`src/rtl/pad_cond_pkg.sv`:
```
// Shared types, default sizes and the filter-length rule for the pad input conditioner.
package pad_cond_pkg;

  localparam int NUM_PINS_DEF    = 40;
  localparam int SYNC_STAGES_DEF = 2;
  localparam int FILT_W_DEF      = 4;

  // One pin's edge events, valid in the cycle the filtered level flips.
  typedef struct packed {
    logic rise;
    logic fall;
  } edge_evt_t;

  // A programmed filter length of zero is treated as one, so a change
  // still needs one stable cycle past the synchroniser.
  function automatic int unsigned eff_len(input int unsigned len);
    return (len == 0) ? 32'd1 : len;
  endfunction

endpackage

```
`src/rtl/pad_in_filter.sv`:
```
// One pad input: synchroniser chain, stability counter, filtered level flop
// and edge events generated on the flip condition.
module pad_in_filter
  import pad_cond_pkg::*;
#(
  parameter int SYNC_STAGES = SYNC_STAGES_DEF,  // legal range 2..4
  parameter int FILT_W      = FILT_W_DEF
) (
  input  logic              clk,
  input  logic              rst_n,
  input  logic              pad,
  input  logic [FILT_W-1:0] filt_len,
  output logic              level,
  output edge_evt_t         evt
);

  localparam logic [FILT_W-1:0] CNT_ONE = FILT_W'(1);

  logic [SYNC_STAGES-1:0] sync;
  logic [FILT_W-1:0]      cnt;
  logic                   s;
  logic                   flip;
  int unsigned            len_eff;
  int unsigned            cnt_inc;

  // Plain flop chain into the clock domain; nothing sits between stages.
  always_ff @(posedge clk or negedge rst_n) begin
    if (!rst_n) begin
      sync <= '0;
    end else begin
      sync <= {sync[SYNC_STAGES-2:0], pad};
    end
  end

  // Flip when the synchronised level has disagreed with the filtered level
  // for the effective length; compared wide so cnt+1 cannot wrap.
  always_comb begin
    s       = sync[SYNC_STAGES-1];
    len_eff = eff_len(32'(filt_len));
    cnt_inc = 32'(cnt) + 32'd1;
    flip    = (s != level) && (cnt_inc >= len_eff);
    evt     = '0;
    evt.rise = flip & s;
    evt.fall = flip & ~s;
  end

  // Stability counter and filtered level; any agreement resets the count.
  always_ff @(posedge clk or negedge rst_n) begin
    if (!rst_n) begin
      cnt   <= '0;
      level <= 1'b0;
    end else if (s == level) begin
      cnt <= '0;
    end else if (flip) begin
      level <= s;
      cnt   <= '0;
    end else begin
      cnt <= cnt + CNT_ONE;
    end
  end

endmodule

```
`src/rtl/pad_input_conditioner.sv`:
```
// Conditions raw pad Y levels: per-pin synchronise and glitch filter, sticky
// write-1-to-clear edge pending bits and one registered interrupt.
module pad_input_conditioner
  import pad_cond_pkg::*;
#(
  parameter int NUM_PINS    = NUM_PINS_DEF,
  parameter int SYNC_STAGES = SYNC_STAGES_DEF,
  parameter int FILT_W      = FILT_W_DEF
) (
  input  logic                clk,
  input  logic                rst_n,
  input  logic [NUM_PINS-1:0] pad_in,
  input  logic [FILT_W-1:0]   filt_len,
  input  logic [NUM_PINS-1:0] rise_en,
  input  logic [NUM_PINS-1:0] fall_en,
  input  logic [NUM_PINS-1:0] evt_clr,
  output logic [NUM_PINS-1:0] pin_out,
  output logic [NUM_PINS-1:0] evt_pending,
  output logic                irq
);

  logic [NUM_PINS-1:0] rise;
  logic [NUM_PINS-1:0] fall;
  logic [NUM_PINS-1:0] set_mask;

  for (genvar gi = 0; gi < NUM_PINS; gi++) begin : g_pin
    edge_evt_t evt;

    pad_in_filter #(
      .SYNC_STAGES(SYNC_STAGES),
      .FILT_W     (FILT_W)
    ) u_filter (
      .clk     (clk),
      .rst_n   (rst_n),
      .pad     (pad_in[gi]),
      .filt_len(filt_len),
      .level   (pin_out[gi]),
      .evt     (evt)
    );

    assign rise[gi] = evt.rise;
    assign fall[gi] = evt.fall;
  end

  assign set_mask = (rise & rise_en) | (fall & fall_en);

  // Sticky pending bits; a new event beats a simultaneous clear.
  always_ff @(posedge clk or negedge rst_n) begin
    if (!rst_n) begin
      evt_pending <= '0;
    end else begin
      evt_pending <= set_mask | (evt_pending & ~evt_clr);
    end
  end

  // Interrupt follows the pending register one cycle later.
  always_ff @(posedge clk or negedge rst_n) begin
    if (!rst_n) begin
      irq <= 1'b0;
    end else begin
      irq <= |evt_pending;
    end
  end

endmodule

```
`config.mk`:
```
export PLATFORM = sky130hd
export DESIGN_NAME = pad_input_conditioner
export DESIGN_NICKNAME = d
export VERILOG_FILES = /design/src/rtl/pad_cond_pkg.sv /design/src/rtl/pad_in_filter.sv /design/src/rtl/pad_input_conditioner.sv
export SDC_FILE = /design/constraint.sdc
export NUM_CORES = 1
export LEC_CHECK = 0
export ABC_AREA = 1
export BUFFER_PORTS_ARGS = -buffer_cell sky130_fd_sc_hd__buf_4
export CORE_MARGIN = 3
export CORE_UTILIZATION = 58
export DETAILED_ROUTE_END_ITERATION = 12
export GPL_TIMING_DRIVEN = 1
export PLACE_DENSITY = 0.84
export SYNTH_ARGS = -nofsm -noshare
export SYNTH_HDL_FRONTEND = slang
export SYNTH_SLANG_ARGS = --single-unit
```
`constraint.sdc`:
```
create_clock -name clk -period 1.83 [get_ports clk]
set_clock_uncertainty 0.05 [all_clocks]
set_input_delay 0.183 -clock clk [delete_from_list [all_inputs] [get_ports clk]]
set_output_delay 0.183 -clock clk [all_outputs]
set_load 0.005 [all_outputs]
```
==> results.json <==
{
  "outcome": "completed",
  "routed_wl_um": 46700,
  "io_buffers": 246,
  "cts_tree": "built",
  "fin_crit_sh_pct": 98.6,
  "crit_path_end_kind": "flip-flop",
  "drt_iter0_markers": 910,
  "layout_min_cycle_time_ns": 1.80,
  "postSynthAreaPerCell_um2": 8.32,
  "die_height_um": 181,
  "place_area_mm2": 0.0199,
  "num_rows": 63,
  "die_x_um": 181,
  "utilization_pct": 77.2,
  "critPathBufInv": 0,
  "synth_flop_cell": "dfrtp_1",
  "powerDensity_mw_per_mm2": 1270,
  "crit_required_ns": 2.17,
  "wl_per_cell_um": 15.7,
  "firstDrtPassIters": 5,
  "via_per_inst": 5.23,
  "hold_viol_final": 0,
  "htreeDepth": 2,
  "maxCapViolCount": 0,
  "root_buffer": "clkbuf_16",
  "yosysUniqueCellTypes": 21,
  "synth_area_mm2": 0.0177,
  "grt_max_degree": 65,
  "dr_total_vias": 15530,
  "critPathCapture": "evt_pending[10]",
  "cp.depth": 8,
  "peakVddDrop_mv": 0.937,
  "nFillCells": 1854,
  "place_congestion": 0.871,
  "critPathLaunch": "g_pin[10].u_filter.cnt[0]",
  "area_growth_pct": 30.2,
  "final_common_cell": "nand2_1",
  "dpl.cell_count": 2731,
  "numCtsBuffers": 36,
  "crit_type": "reg2reg",
  "antenna_found_initial": 2,
  "netlist_instances": 2123,
  "ys_warn_count": 0,
  "reg2reg_from": "g_pin[10].u_filter.cnt[0]",
  "crit_fanout": 4,
  "grt_pass1_vias": 16243,
  "fmax_ghz": 0.554,
  "clkTransAtPathRegs_ns": 0.06,
  "worst_slew_pin_slew_ns": 0.716,
  "insertion_delay_ns": 0.52,
  "route.detailed.drc": 0,
  "ios": 247,
  "finalSetupViolations": 0,
  "cp.arrival_ns": 2.15,
  "holdWs_ns": 0.0177,
  "p_leak_nw": 12.7,
  "dp_hpwl_um": 30000,
  "rsz0062_at_grt": "yes",
  "grt_remaining_overflow": 0,
  "clockBufferDepth": 3,
  "stdcell_area_mm2": 0.0230,
  "startpoint_type": "flip-flop",
  "reg2reg_depth": 8,
  "cts.sinks": 321,
  "max_stage_delay_ns": 0.41,
  "track_usage_pct": 27.9,
  "r2r_setup_slack_ns": 0.03,
  "worst_path_most_repeated_cell": "nand2_1",
  "ys_async_sr_fraction_pct": 100,
  "relSlewSlack_pct": 52.3,
  "synth_nets": 2449,
  "stdcell_count": 2969,
  "fp.dieArea_mm2": 0.0326,
  "grt_pass1_wl_um": 76100,
  "r2r-end": "evt_pending[10]",
  "core-area_mm2": 0.0298,
  "start_util_pct": 59.3,
  "drive_gt1_share_pct": 22.3,
  "synth-seq-cells": 321,
  "ys_seq_area_share_pct": 45.5,
  "fin_nets": 2880,
  "crit_family": "adder cells",
  "min_path_type": "in2reg",
  "synth_edf_count": 0,
  "antenna_left": 0,
  "worstPathCellList": "ha_1 > ha_1 > a21oi_1 > nand2_1 > nand2_2 > nand2_1 > nand2_2 > nand2_1",
  "slowest_stage": "dfrtp_1",
  "final_cell_mix": "516 x nand2_1, 381 x inv_1, 317 x dfrtp_1",
  "finalMaxSlewViolations": 0
}
[through the flow]
| step | worst slack [ns] | TNS, ns | power [mW] |
|---|---|---|---|
| after detailed placement | -0.104 | -1.68 | 20.5 |
| after global routing | -0.0764 | -0.756 | 31.4 |
| after global placement | -0.0695 | -0.130 | 19.8 |
| final | 0.0258 | 0 | 29.3 |
| after CTS | 0.0299 | 0 | 28.4 |
| after floorplan | -0.350 | -73.64 | 17.3 |
[tightest hold or removal path, delay by kind of cell]
kind / cells / cell delay [ns]
AND/OR/NAND/NOR: 3 / 0.18
buffers and inverters: 1 / 0.08
AO/OA/AOI/OAI: 1 / 0.10
[cells in the mapped netlist (all sizes together), types with 29 or more instances]
library cell | count | area share, %
dfrtp | 321 | 45
a21oi | 80 | 2.3
a31o | 38 | 1.9
nand2 | 567 | 13
buf | 49 | 2.2
xor2 | 29 | 1.4
nand3 | 205 | 6.8
inv | 385 | 8.2
ha | 160 | 11
o21ai | 40 | 1.1
or2 | 57 | 2.0
nor2 | 169 | 3.6
[where the power goes]
part | internal [mW] | leakage, nW | switching (mW)
Clock | 4.51 | 0.595 | 2.87
Combinational | 5.20 | 7.95 | 6.37
Sequential | 8.73 | 4.15 | 1.58
[routing by layer]
| layer | up-vias | share of wire, % | GRT usage, % | routed length, µm |
|---|---|---|---|---|
| met5 | - | 0.028 | 0 | 13 |
| met4 | 2 | 3.3 | 9.15 | 1550 |
| met3 | 130 | 5.9 | 4.80 | 2740 |
| met2 | 528 | 51 | 51.1 | 24000 |
| met1 | 7395 | 39 | 33.5 | 18400 |
| li1 | 7475 | - | - | - |
[flip-flops by register name (all words and copies together), names as in the netlist]
signal,flops
g_pin.u_filter.sync,80
g_pin.u_filter.cnt,160
irq,1
g_pin.u_filter.level,40
evt_pending,40
[area by class of cell]
type                            instances  area [µm²]  share of cell area (%)
Tap cell                              390         488                    2.12
Sequential cell                       321        8040                    34.9
Clock buffer                           49        1030                    4.48
Inverter                              385        1460                    6.34
Multi-Input combinational cell       1368        8010                    34.8
Antenna cell                            1        2.50                  0.0109
Timing Repair Buffer                  442        3810                    16.6
Clock inverter                         13         175                   0.761
[cell families after synthesis]
kind of cell / count (synthesis) / synth area share [%]
flops: 321 / 45.5
simple gates: 1007 / 25.4
buf+inv: 434 / 10.5
compound gates: 161 / 5.41
fa+ha+maj: 160 / 11.3
xor+xnor: 40 / 1.98
[worst min-delay path by stage]
stage | startpoint | endpoint | slack, ns | depth (start not counted)
after floorplan | rst_n | evt_pending[0] | -0.16 | 0
after global placement | rst_n | g_pin[18].u_filter.cnt[3] | 0.03 | 1
after detailed placement | rst_n | g_pin[18].u_filter.cnt[3] | 0.03 | 1
after CTS | fall_en[28] | evt_pending[28] | 0.004 | 5
after global routing | fall_en[24] | evt_pending[24] | 0.02 | 5
final | fall_en[28] | evt_pending[28] | 0.02 | 5
[what timing repair did]
action / 4_1_cts / 5_1_grt
endpoints found under the setup margin: 0 / 81
hold buffers: 144 / 0
resized for setup: 0 / 44
endpoints found under the hold margin: 401 / 0
setup buffers: 0 / 31
No activity file was read; power rests on OpenSTA's default activity.
